## config.mk

```make
export PLATFORM = sky130hd
export DESIGN_NAME = cordic_arbiter
export DESIGN_NICKNAME = d
export VERILOG_FILES = /design/src/rtl/cordic_arbiter.sv
export SDC_FILE = /design/constraint.sdc
export NUM_CORES = 1
export LEC_CHECK = 0
export ABC_AREA = 1
export BUFFER_PORTS_ARGS = -buffer_cell sky130_fd_sc_hd__clkbuf_2
export CORE_UTILIZATION = 40
export CTS_CLUSTER_SIZE = 16
export DETAILED_ROUTE_END_ITERATION = 6
export PLACE_DENSITY = 0.78
export SLEW_MARGIN = 15
export SYNTH_ARGS = -nofsm -noshare
export SYNTH_HDL_FRONTEND = slang
export SYNTH_SLANG_ARGS = --single-unit
```

## constraint.sdc

```tcl
create_clock -name clk -period 3 [get_ports clk]
set_input_delay 0.6 -clock clk [delete_from_list [all_inputs] [get_ports clk]]
set_output_delay 0.6 -clock clk [all_outputs]
set_load 0.02 [all_outputs]
```

## src/rtl/cordic_arbiter.sv

```systemverilog
// Round-robin issue of NUM_CH channel angles into one shared pipelined CORDIC core, with tag return.
// Latency: handshake to rsp_valid_o is LATENCY+1 cycles; one issue per cycle.
// Backpressure: none. Ready is purely request/enable driven, and every response pulse must be consumed.
//
// Ports:
//   clk, rst_n                    clock, asynchronous active-low reset
//   ch_en_i, req_valid_i          per-channel enable mask and request valid
//   req_angle_i                   packed per-channel angles, channel k at [k*WIDTH +: WIDTH]
//   req_ready_o                   one-hot grant (or zero)
//   cordic_angle_o                registered angle to the core
//   cordic_sine_i/cosine_i        core results
//   rsp_valid_o/ch_o/sine_o/cosine_o  registered response with owning channel
//   busy_o                        any issue still in flight
module cordic_arbiter #(
  parameter int NUM_CH  = 4,
  parameter int WIDTH   = 16,
  parameter int LATENCY = 17,
  parameter int CH_W    = $clog2(NUM_CH)
) (
  input  logic                    clk,
  input  logic                    rst_n,
  input  logic [NUM_CH-1:0]       ch_en_i,
  input  logic [NUM_CH-1:0]       req_valid_i,
  input  logic [NUM_CH*WIDTH-1:0] req_angle_i,
  output logic [NUM_CH-1:0]       req_ready_o,
  output logic [WIDTH-1:0]        cordic_angle_o,
  input  logic [WIDTH-1:0]        cordic_sine_i,
  input  logic [WIDTH-1:0]        cordic_cosine_i,
  output logic                    rsp_valid_o,
  output logic [CH_W-1:0]         rsp_ch_o,
  output logic [WIDTH-1:0]        rsp_sine_o,
  output logic [WIDTH-1:0]        rsp_cosine_o,
  output logic                    busy_o
);

  logic [CH_W-1:0]   ptr_q, ptr_d;
  logic [WIDTH-1:0]  angle_q;
  logic [NUM_CH-1:0] elig;
  logic [NUM_CH-1:0] grant_oh;
  logic [CH_W-1:0]   grant_ch;
  logic              xfer;

  // Tag slot j holds the request issued j+1 edges ago; slot LATENCY lines up
  // with the core output on the edge the response is captured.
  logic [LATENCY:0]  tag_vld_q;
  logic [CH_W-1:0]   tag_ch_q [LATENCY+1];

  logic              rsp_valid_q;
  logic [CH_W-1:0]   rsp_ch_q;
  logic [WIDTH-1:0]  rsp_sine_q, rsp_cosine_q;

  // Round-robin search starting at ptr_q, wrapping at NUM_CH (not at 2**CH_W).
  always_comb begin
    int idx;
    idx      = 0;
    elig     = req_valid_i & ch_en_i;
    grant_oh = '0;
    grant_ch = '0;
    xfer     = 1'b0;
    for (int i = 0; i < NUM_CH; i++) begin
      idx = int'(ptr_q) + i;
      if (idx >= NUM_CH) idx = idx - NUM_CH;
      if (!xfer && elig[idx]) begin
        xfer          = 1'b1;
        grant_oh[idx] = 1'b1;
        grant_ch      = CH_W'(idx);
      end
    end
  end

  always_comb begin
    ptr_d = ptr_q;
    if (xfer) ptr_d = (grant_ch == CH_W'(NUM_CH - 1)) ? '0 : grant_ch + 1'b1;
  end

  always_ff @(posedge clk or negedge rst_n) begin
    if (!rst_n) begin
      ptr_q        <= '0;
      angle_q      <= '0;
      tag_vld_q    <= '0;
      for (int i = 0; i <= LATENCY; i++) tag_ch_q[i] <= '0;
      rsp_valid_q  <= 1'b0;
      rsp_ch_q     <= '0;
      rsp_sine_q   <= '0;
      rsp_cosine_q <= '0;
    end else begin
      ptr_q <= ptr_d;
      // Angle only moves on an issue, keeping the core input quiet when idle.
      if (xfer) angle_q <= req_angle_i[int'(grant_ch)*WIDTH +: WIDTH];
      tag_vld_q   <= {tag_vld_q[LATENCY-1:0], xfer};
      tag_ch_q[0] <= grant_ch;
      for (int i = 1; i <= LATENCY; i++) tag_ch_q[i] <= tag_ch_q[i-1];
      rsp_valid_q <= tag_vld_q[LATENCY];
      if (tag_vld_q[LATENCY]) begin
        rsp_ch_q     <= tag_ch_q[LATENCY];
        rsp_sine_q   <= cordic_sine_i;
        rsp_cosine_q <= cordic_cosine_i;
      end
    end
  end

  assign req_ready_o    = grant_oh;
  assign cordic_angle_o = angle_q;
  assign rsp_valid_o    = rsp_valid_q;
  assign rsp_ch_o       = rsp_ch_q;
  assign rsp_sine_o     = rsp_sine_q;
  assign rsp_cosine_o   = rsp_cosine_q;
  assign busy_o         = (|tag_vld_q) | rsp_valid_q;

endmodule

```

### Word level (Yosys, flattened, before mapping)

Index checks and enable logic that the tools add are counted.

| word-level totals | value |
|---|---|
| logic and storage cells | 100 |
| flip-flop bits (word level) | 107 |
| input port bits | 106 |
| output and inout port bits | 56 |

| cells by class | value |
|---|---|
| $lt $le $gt $ge | 12 |
| eq/ne operators | 1 |
| $add $sub $neg | 8 |
| shift-type cells | 1 |
| bitwise logic cells | 5 |
| multiplexer cells | 37 |
| reduce and logical (&&, ||, !) cells | 11 |

Operator list:

| cell | count |
|---|---|
| $ge 32x1->1 const B | 4 |
| $lt 32x4->1 const B | 4 |
| $mux 32 | 4 |
| $shiftx 64x7->16 | 1 |
| $reduce_or 18->1 | 1 |
| $mux 1 | 16 |
| $mux 4 | 4 |
| $or 4x4->4 | 3 |
| $sub 3x3->4 const B | 3 |
| $mux 2 | 5 |
| $ge 3x3->1 const B | 3 |
| $bmux 1 s2 | 4 |
| $demux 1 s2 | 4 |
| $logic_and 1x1->1 | 7 |
| $add 2x2->3 const B | 2 |
| $and 4x4->4 | 1 |
| $sub 2x3->4 const B | 1 |
| $add 2x1->3 const B | 1 |
| $ge 2x3->1 const B | 1 |
| $logic_not 1->1 | 3 |
| $add 2x1->2 const B | 1 |
| $eq 2x2->1 const B | 1 |
| $or 1x1->1 | 1 |

### Logic depth before layout (Yosys ltp)

Gate-level depths: netlist (run 1).

| depth | value |
|---|---|
| depth in word-level cells | 17 |
| mapped depth | 16 |
| gate-level depth less buffers | 15 |

### Worst setup path before layout (run 1)

OpenSTA, ideal clock, no wires.

| timing path | value |
|---|---|
| path type | flip-flop to output port |
| from | register ptr_q[1] |
| to | output req_ready_o[0] |
| data required time | 2400 ps |
| stages on the path, launching flop included | 8 |
| arrival | 1963 ps |
| slack | 437 ps |
| cells stage by stage | dfrtp_1 > inv_2 > ha_1 > inv_1 > nand3_1 > nand2_2 > nand4_4 > o21ai_0 |

| on the way | value |
|---|---|
| word-level cells in the longest chain between the ends | 15 |

Ends and longest elaborated chain:

| element | line | RTL |
|---|---|---|
| start: declaration | 36 | `logic [CH_W-1:0] ptr_q, ptr_d;` |
| start signal: assignment | 87 | `ptr_q <= ptr_d;` |
| parallel branches: the longest is 14 deep, another holds $ge 32x1->1 | - |  |
| $mux 4 (*) | 63 | `if (!xfer && elig[idx]) begin` |
| end: declaration | 25 | `output logic [NUM_CH-1:0] req_ready_o,` |

Every way passes the cells marked *. The select of a mux whose other input is x is not followed.

### Worst setup path after layout (run 1)

| timing path | value |
|---|---|
| from | register ptr_q[0] |
| to | output req_ready_o[0] |

Same word-level chain as after synthesis.

==> out/results.md, run 1 <==
| Metric | Value |
| --- | --- |
| Standard cell area after detailed placement | 5540 sq um |
| Register-to-Register Setup Slack | 0.62 ns |
| Number of global-route vias before repair | 3,446 |
| Leading post-synthesis cells by instance count | 183 x nand2_1, 107 x dfrtp_1, 52 x nand3_1, 34 x mux2_2, 9 x ha_1 |
| Post-synth top area share | 58.2% |
| Per-cell routed wire length | 12.9 microns |
| Drc violations | 0 |
| Number of cells in the design after placement | 746 |
| Leak pwr | 3.12 nW |
| Number of sinks handled by clock tree synthesis | 107 |
| Area of the multi-input gates | 1770 sq um |
| Path class of the lowest-slack min-delay path | in2async |
| Peak ir drop on the vdd network | 1240 uV |
| Sequential Area | 2680 sq um |
| Synthesized netlist net count | 570 |
| Initial Utilization | 41.7% |
| Async set or reset register ratio after synthesis | 100% |
| Unrepaired setup endpoints after global routing | false |
| DR iter-0 viols | 177 |
| Critical path endpoint category | output port |
| Height of the die | 109 microns |
| Finished Cell Area | 5900 sq um |
| Outcome | complete, no violations |
| Number of warnings reported in the yosys synthesis log | 0 |
| Cell at the root of the clock tree | clkbuf_16 |
| Number of max-cap violations | 0 |
| Via count | 3,684 |
| Port bufs | 161 |
| Count of endpoints failing hold in the final timing report | 0 |
| Kind of start point of the critical path | flop |
| Die ar. | 11,900 sq um |
| Pre-CTS WS | 0.362 ns |
| Slew of the pin with the lowest slew margin | 0.438 ns |
| Area growth from synthesis to layout | 28.1% |
| Count of unique library cells instantiated by Yosys | 32 |
| CTS tree | done |
| Largest net degree at the start of global routing | 75 |
| Worst Clk Skew | 0.00494 ns |
| Setup TNS | 0 ns |
| Period utilisation layout | 92.1% |
| Share of final-layout standard cells stronger than drive strength 1 | 40.6% |
| Floorplan core area | 11,000 sq um |
| Flip-flop and latch count after synthesis | 107 |
| Cts bufs inserted | 9 |
| Post-synthesis cell type with the largest combined area | dfrtp_1 |
| GR Overflow Total | 0 |
| Sum of routed wire length over all layers | 9.87 mm |
| Total GRT Usage | 17.2% |
| Maximum level of the CTS H-tree | 3 |
| Count of pins over their slew limit | 0 |
| Ys flop type | dfrtp_1 |
| Post-synth EDFFs | 0 |
| Average via count per standard cell | 4.81 |
| Synth area leaders | dfrtp_1 58%, nand2_1 15%, mux2_2 8.3% |
| First-pass detailed-route iteration total | 4 |
| Antenna violation net count after detailed routing | 0 |
| Peak fanout along the critical path | 12 |
| Initial antenna violation count | 0 |
| Fin cells | 766 |
| Clock transition at the registers of the reported paths | 0.07 ns |
| Post-Synthesis Cells | 455 |
| Crit path DAT | 2.16 ns |
| Max Clk Rate | 0.362 GHz |
| Die span in x | 109 microns |
| CTS max path bufs | 2 |
| Count of endpoints failing setup in the final report | 0 |
| Cell row count | 38 |
| Average footprint of a synthesized cell | 10.1 sq um |
| Final worst-path setup slack | 0.237 ns |
| Number of nets at the end of the flow | 736 |
| Minimum clock period | 2.76 ns |
| Weighted congestion at the end of routability-driven global placement | 0.835 |
| Max transition margin | 70.8% |
| Global-route wire length before repair | 16.0 mm |
| IO Pins | 162 |
| Fill cell instance count of the final layout | 987 |
| Worst Setup Path Type | reg2out |
| Power density over the cells | 1260 nW/um^2 |
| Count of hold-fix buffers inserted at cts | 0 |
| Number of inserted diodes | 0 |
| Total half-perimeter wirelength after legalization and detailed placement | 7.64 mm |
| Insertion delay of the later-clocked pin in the worst-skew pair | 0.33 ns |
| Post-Syn Area | 4600 sq um |
| Required arrival time at the worst endpoint | 2.40 ns |
| Most frequently used cell type in the post-synthesis netlist | nand2_1 |
| Sequential fraction of the synthesis area | 58.2% |
-- cell type report --
| class | count | area share, % |
|---|---|---|
| Tap cell | 140 | 2.97 |
| Multi-Input combinational cell | 317 | 30.0 |
| Clock buffer | 9 | 3.82 |
| Clock inverter | 7 | 1.36 |
| Timing Repair Buffer | 173 | 15.4 |
| Sequential cell | 107 | 45.4 |
| Inverter | 13 | 0.955 |
-- metal layers --
metal | track usage [%] | share of wire [%] | vias to the layer above
met4 | 8.00 | 2.9 | 0
li1 | - | - | 1827
met5 | 0 | 0 | -
met1 | 22.3 | 44 | 1647
met2 | 27.9 | 45 | 189
met3 | 2.99 | 7.7 | 21
-- cells in the final DEF (no fill, tap or decap), types with 2 or more instances in the layout --
cell type  instances
nor4_1             4
nand3_2            6
dfrtp_1          106
inv_2              8
nand2_1          183
nand3_1           52
nor2_1             4
clkbuf_16          9
ha_1               8
clkbuf_2         160
a221oi_1           2
o21ai_1            2
mux2_2            34
inv_6              3
o2111ai_1          2
nand2_2            7
buf_4             12
inv_1              3
-- metrics by stage --
step	hold WS, ns	total power, mW	util, %
floorplan	0.304	5.33	-
detailed placement	0.335	6.22	50.2
global route	0.219	8.14	53.4
global placement	0.335	6.11	50.2
finish	0.203	7.43	53.4
CTS	0.210	7.41	53.0
-- critical path: stages, from the launching register on --
cell and delay, ns:
dfrtp_1 0.40, clkinv_4 0.14, ha_4 0.27, inv_2 0.09, nand3_1 0.10, nand2_2 0.14
inv_2 0.08, nand2_1 0.07, nor2_1 0.05, a221oi_1 0.20, o21ai_0 0.12, clkbuf_2 0.17
-- sequential cells by signal, summed over array words and instances, names as in the netlist --
register        count
rsp_valid_o         1
rsp_sine_o         16
cordic_angle_o     16
rsp_ch_o            2
tag_vld_q          18
tag_ch_q           36
rsp_cosine_o       16
ptr_q               2
-- cells by family after synthesis --
group	synth area share (%)
multiplexers	8.32
AND/OR/NAND/NOR	25.7
adder cells (fa/ha/maj)	2.45
AO/OA/AOI/OAI	1.71
flip-flops	58.2
buffers and inverters	3.67
-- final timing paths --
path,cells past startpoint,endpoint,start
worst max register to register,12,ptr_q[1]$_DFFE_PN0P_,ptr_q[0]$_DFFE_PN0P_
max in group asynchronous,2,rsp_sine_o[15]$_DFFE_PN0P_,rst_n
min in group clk,0,tag_ch_q[17]$_DFF_PN0_,tag_ch_q[19]$_DFF_PN0_
worst max-delay path,11,req_ready_o[0],ptr_q[0]$_DFFE_PN0P_
worst min register to register,0,tag_ch_q[17]$_DFF_PN0_,tag_ch_q[19]$_DFF_PN0_
worst min-delay path,1,rsp_sine_o[10]$_DFFE_PN0P_,rst_n
-- where the power goes --
part           internal, mW  leakage (nW)  switching (mW)  total [mW]
Combinational          1.34          1.74            2.63        3.97
Sequential             2.03          1.24           0.253        2.28
Clock                 0.660         0.149           0.514        1.17
-- timing repair --
item / in CTS / in global routing
endpoints found under the setup margin: 1 / 4
setup buffers: 0 / 4
cloned: 0 / 0
resized for setup: 1 / 5
(Power assumes the default switching activity.)
==> run 2, diff against run 1 <==
- CORE_ASPECT_RATIO: default -> 1.1
- SKIP_LAST_GASP: default -> 1
==> out/results.md, run 2 (synthesis gave the netlist of run 1 again) <==
| Metric | Value | vs previous |
| --- | --- | --- |
| Drc violations | 0 | unchanged |
| Ordered cell list for the critical path | inv_4 > ha_1 > inv_2 > nand3_1 > nand2_2 > inv_2 > nand2_1 > nor2_1 > a221oi_2 > o21ai_1 > clkbuf_2 |  |
| Number of nets at the end of the flow | 733 | -0.41% |
| Portion of total power attributed to sequential cells | 30.7% | about the same |
| Clock network power share | 16.0% | +0.2 points |
| Crit path DAT | 2.30 ns | +0.14 ns |
| DR iter-0 viols | 134 | -24% |
| Cell at the root of the clock tree | clkbuf_16 |  |
| IO Pins | 162 | unchanged |
| Clock transition at the registers of the reported paths | 0.07 ns | about the same |
| Minimum clock period | 2.90 ns | +0.140 ns |
| Number of inserted diodes | 0 | unchanged |
| Most flops, register | tag_ch_q |  |
| Required arrival time at the worst endpoint | 2.40 ns | about the same |
| Initial Utilization | 41.6% | -0.11 points |
| Internal power component | 4.05 mW | +0.42% |
| Count of endpoints failing setup in the final report | 0 | unchanged |
| Sum of routed wire length over all layers | 9.33 mm | -5.5% |
| Fill cell instance count of the final layout | 973 | -1.4% |
| Slowest stage cell on the critical path | dfrtp_1 |  |
| Largest net degree at the start of global routing | 76 | +1.3% |
| Port bufs | 161 | unchanged |
| Count of pins over their slew limit | 0 | unchanged |
| Crit-path most repeated cell | inv_2 |  |
| Worst Clk Skew | 0.00785 ns | +0.00292 ns |
| Per-cell routed wire length | 12.1 microns | -6.0% |
| Power share of the combinational group | 53.3% | -0.2 points |
| Total half-perimeter wirelength after legalization and detailed placement | 6.93 mm | -9.2% |
| CTS max path bufs | 2 | unchanged |
| Weighted congestion at the end of routability-driven global placement | 0.924 | +11% |
| Most frequent standard cell in the layout excluding fill and tap cells | nand2_1 |  |
| Kind of start point of the critical path | flop |  |
| Critical path endpoint category | output port |  |
| Count of hold-fix buffers inserted at cts | 0 | unchanged |
| Die ar. | 11,900 sq um | about the same |
| Area growth from synthesis to layout | 27.6% |  |
| Max transition margin | 41.0% | -30 points |
| Registers with the most flip-flops | tag_ch_q (36), tag_vld_q (18) |  |
| Die span in x | 104 microns | -4.6% |
| Total GRT Usage | 15.8% | -1.3 points |
| Via count | 3,668 | -0.43% |
| Switching part of the total power | 45.3% | -0.44 points |
| Net Switching | 3.35 mW | -1.4% |
| Outcome | complete, no violations |  |
| GR Overflow Total | 0 | unchanged |
| Count of endpoints failing hold in the final timing report | 0 | unchanged |
| CTS tree | done |  |
| Height of the die | 115 microns | +4.8% |
| Peak fanout along the critical path | 12 | unchanged |
| Insertion delay of the later-clocked pin in the worst-skew pair | 0.33 ns | about the same |
| Antenna violation net count after detailed routing | 0 | unchanged |
| Number of global-route vias before repair | 3,515 | +2.0% |
| Area of the multi-input gates | 1760 sq um | -0.35% |
| Period utilisation layout | 96.7% | +4.7 points |
| Maximum level of the CTS H-tree | 3 | unchanged |
| Share of final-layout standard cells stronger than drive strength 1 | 40.1% | -0.45 points |
| Leak pwr | 3.11 nW | -0.30% |
| Number of sinks handled by clock tree synthesis | 107 | unchanged |
| First-pass detailed-route iteration total | 4 | unchanged |
| Max Clk Rate | 0.345 GHz | -4.8% |
| Final Total Pwr | 7.40 mW | -0.39% |
| Worst Setup Path Type | reg2out |  |
| Number of max-cap violations | 0 | unchanged |
| Slew of the pin with the lowest slew margin | 0.885 ns | +0.447 ns |
| Critical path's largest stage delay | 0.41 ns | about the same |
| Minimum hold slack | 0.347 ns | +0.144 ns |
| Finished Cell Area | 5870 sq um | -0.40% |
| Cts bufs inserted | 9 | unchanged |
| Cell row count | 40 | +5.3% |
| Path class of the lowest-slack min-delay path | reg2reg |  |
| Standard cell area after detailed placement | 5540 sq um | about the same |
| Floorplan core area | 11,100 sq um | +0.27% |
| Highest-count cells in the layout ignoring fill and taps | 183 x nand2_1, 160 x clkbuf_2, 106 x dfrtp_1, 52 x nand3_1, 34 x mux2_2 |  |
| Global-route wire length before repair | 15.5 mm | -3.3% |
| Average via count per standard cell | 4.76 | -0.95% |
| Sequential Area | 2680 sq um | unchanged |
| Initial antenna violation count | 0 | unchanged |
| Number of flip-flops under the largest register name | 36 | unchanged |
| Peak ir drop on the vdd network | 686 uV | -45% |
| Power density over the cells | 1260 nW/um^2 | about the same |
==> run 2: cell types whose count changed in the layout (fill, tap and decap cells not counted), sizes merged <==
cell      delta
inv          -2
clkinvlp     -1
buf          -3
clkbuf       +4
clkinv       -1
==> run 2: power groups by stage <==
stage	Combinational (mW)	Clock, mW	Sequential (mW)
6_report	3.94	1.18	2.27
5_1_grt	4.44	1.27	2.33
4_1_cts	3.91	1.22	2.28
3_5_place_dp	3.88	0	2.30
3_3_place_gp	3.75	0	2.28
2_1_floorplan	2.81	0	2.51
==> run 2: metal layers <==
metal | up-vias | routed length [microns] | global-route usage (%)
met5 | - | 0 | 0
met4 | 0 | 206 | 6.10
met3 | 19 | 630 | 3.59
met2 | 177 | 4440 | 27.4
met1 | 1664 | 4060 | 19.3
li1 | 1808 | - | -
==> run 2: worst max-delay path, delay by kind of cell, from the launching register on <==
kind	cells	cell delay, ns
adders and majority gates	1	0.29
buffers and inverters	4	0.51
AOI/OAI and AO/OA	2	0.33
and+or+nand+nor	4	0.42
DFF	1	0.41
==> run 2: worst paths after layout <==
path / from / to / slack (ns) / depth (start not counted)
setup reg to reg: ptr_q[0]$_DFFE_PN0P_ / ptr_q[1]$_DFFE_PN0P_ / 0.52 / 12
max in group asynchronous: rst_n / rsp_sine_o[15]$_DFFE_PN0P_ / 1.77 / 2
min in group asynchronous: rst_n / rsp_sine_o[8]$_DFFE_PN0P_ / 0.39 / 1
setup / recovery: ptr_q[0]$_DFFE_PN0P_ / req_ready_o[2] / 0.1 / 11
hold / removal: tag_ch_q[35]$_DFF_PN0_ / tag_ch_q[33]$_DFF_PN0_ / 0.35 / 0
hold reg to reg: tag_ch_q[35]$_DFF_PN0_ / tag_ch_q[33]$_DFF_PN0_ / 0.35 / 0
==> run 2: area by class of cell <==
type                       count  area share, %
sequential                   107           45.6
tap                          147           3.13
clock buffer                  13           4.60
timing repair buffer         170           14.9
inverter                      13          0.959
clock inverter                 3          0.746
multi-input combinational    317           30.0
==> run 2: what timing repair did <==
| action | 4_1_cts | 5_1_grt |
|---|---|---|
| setup endpoints to repair | 4 | 4 |
| setup buffers | 1 | 0 |
| gates resized for setup | 2 | 4 |
==> run 2: per-stage QoR <==
stage	setup TNS, ns	util [%]	setup WS, ns	std cells
after global placement	0	50.1	0.367	753
final	0	53.1	0.0975	770
after detailed placement	0	50.1	0.197	753
after CTS	0	53.0	0.00177	770
after floorplan	0	-	0.437	455
after global routing	-0.00496	53.1	-0.00496	770
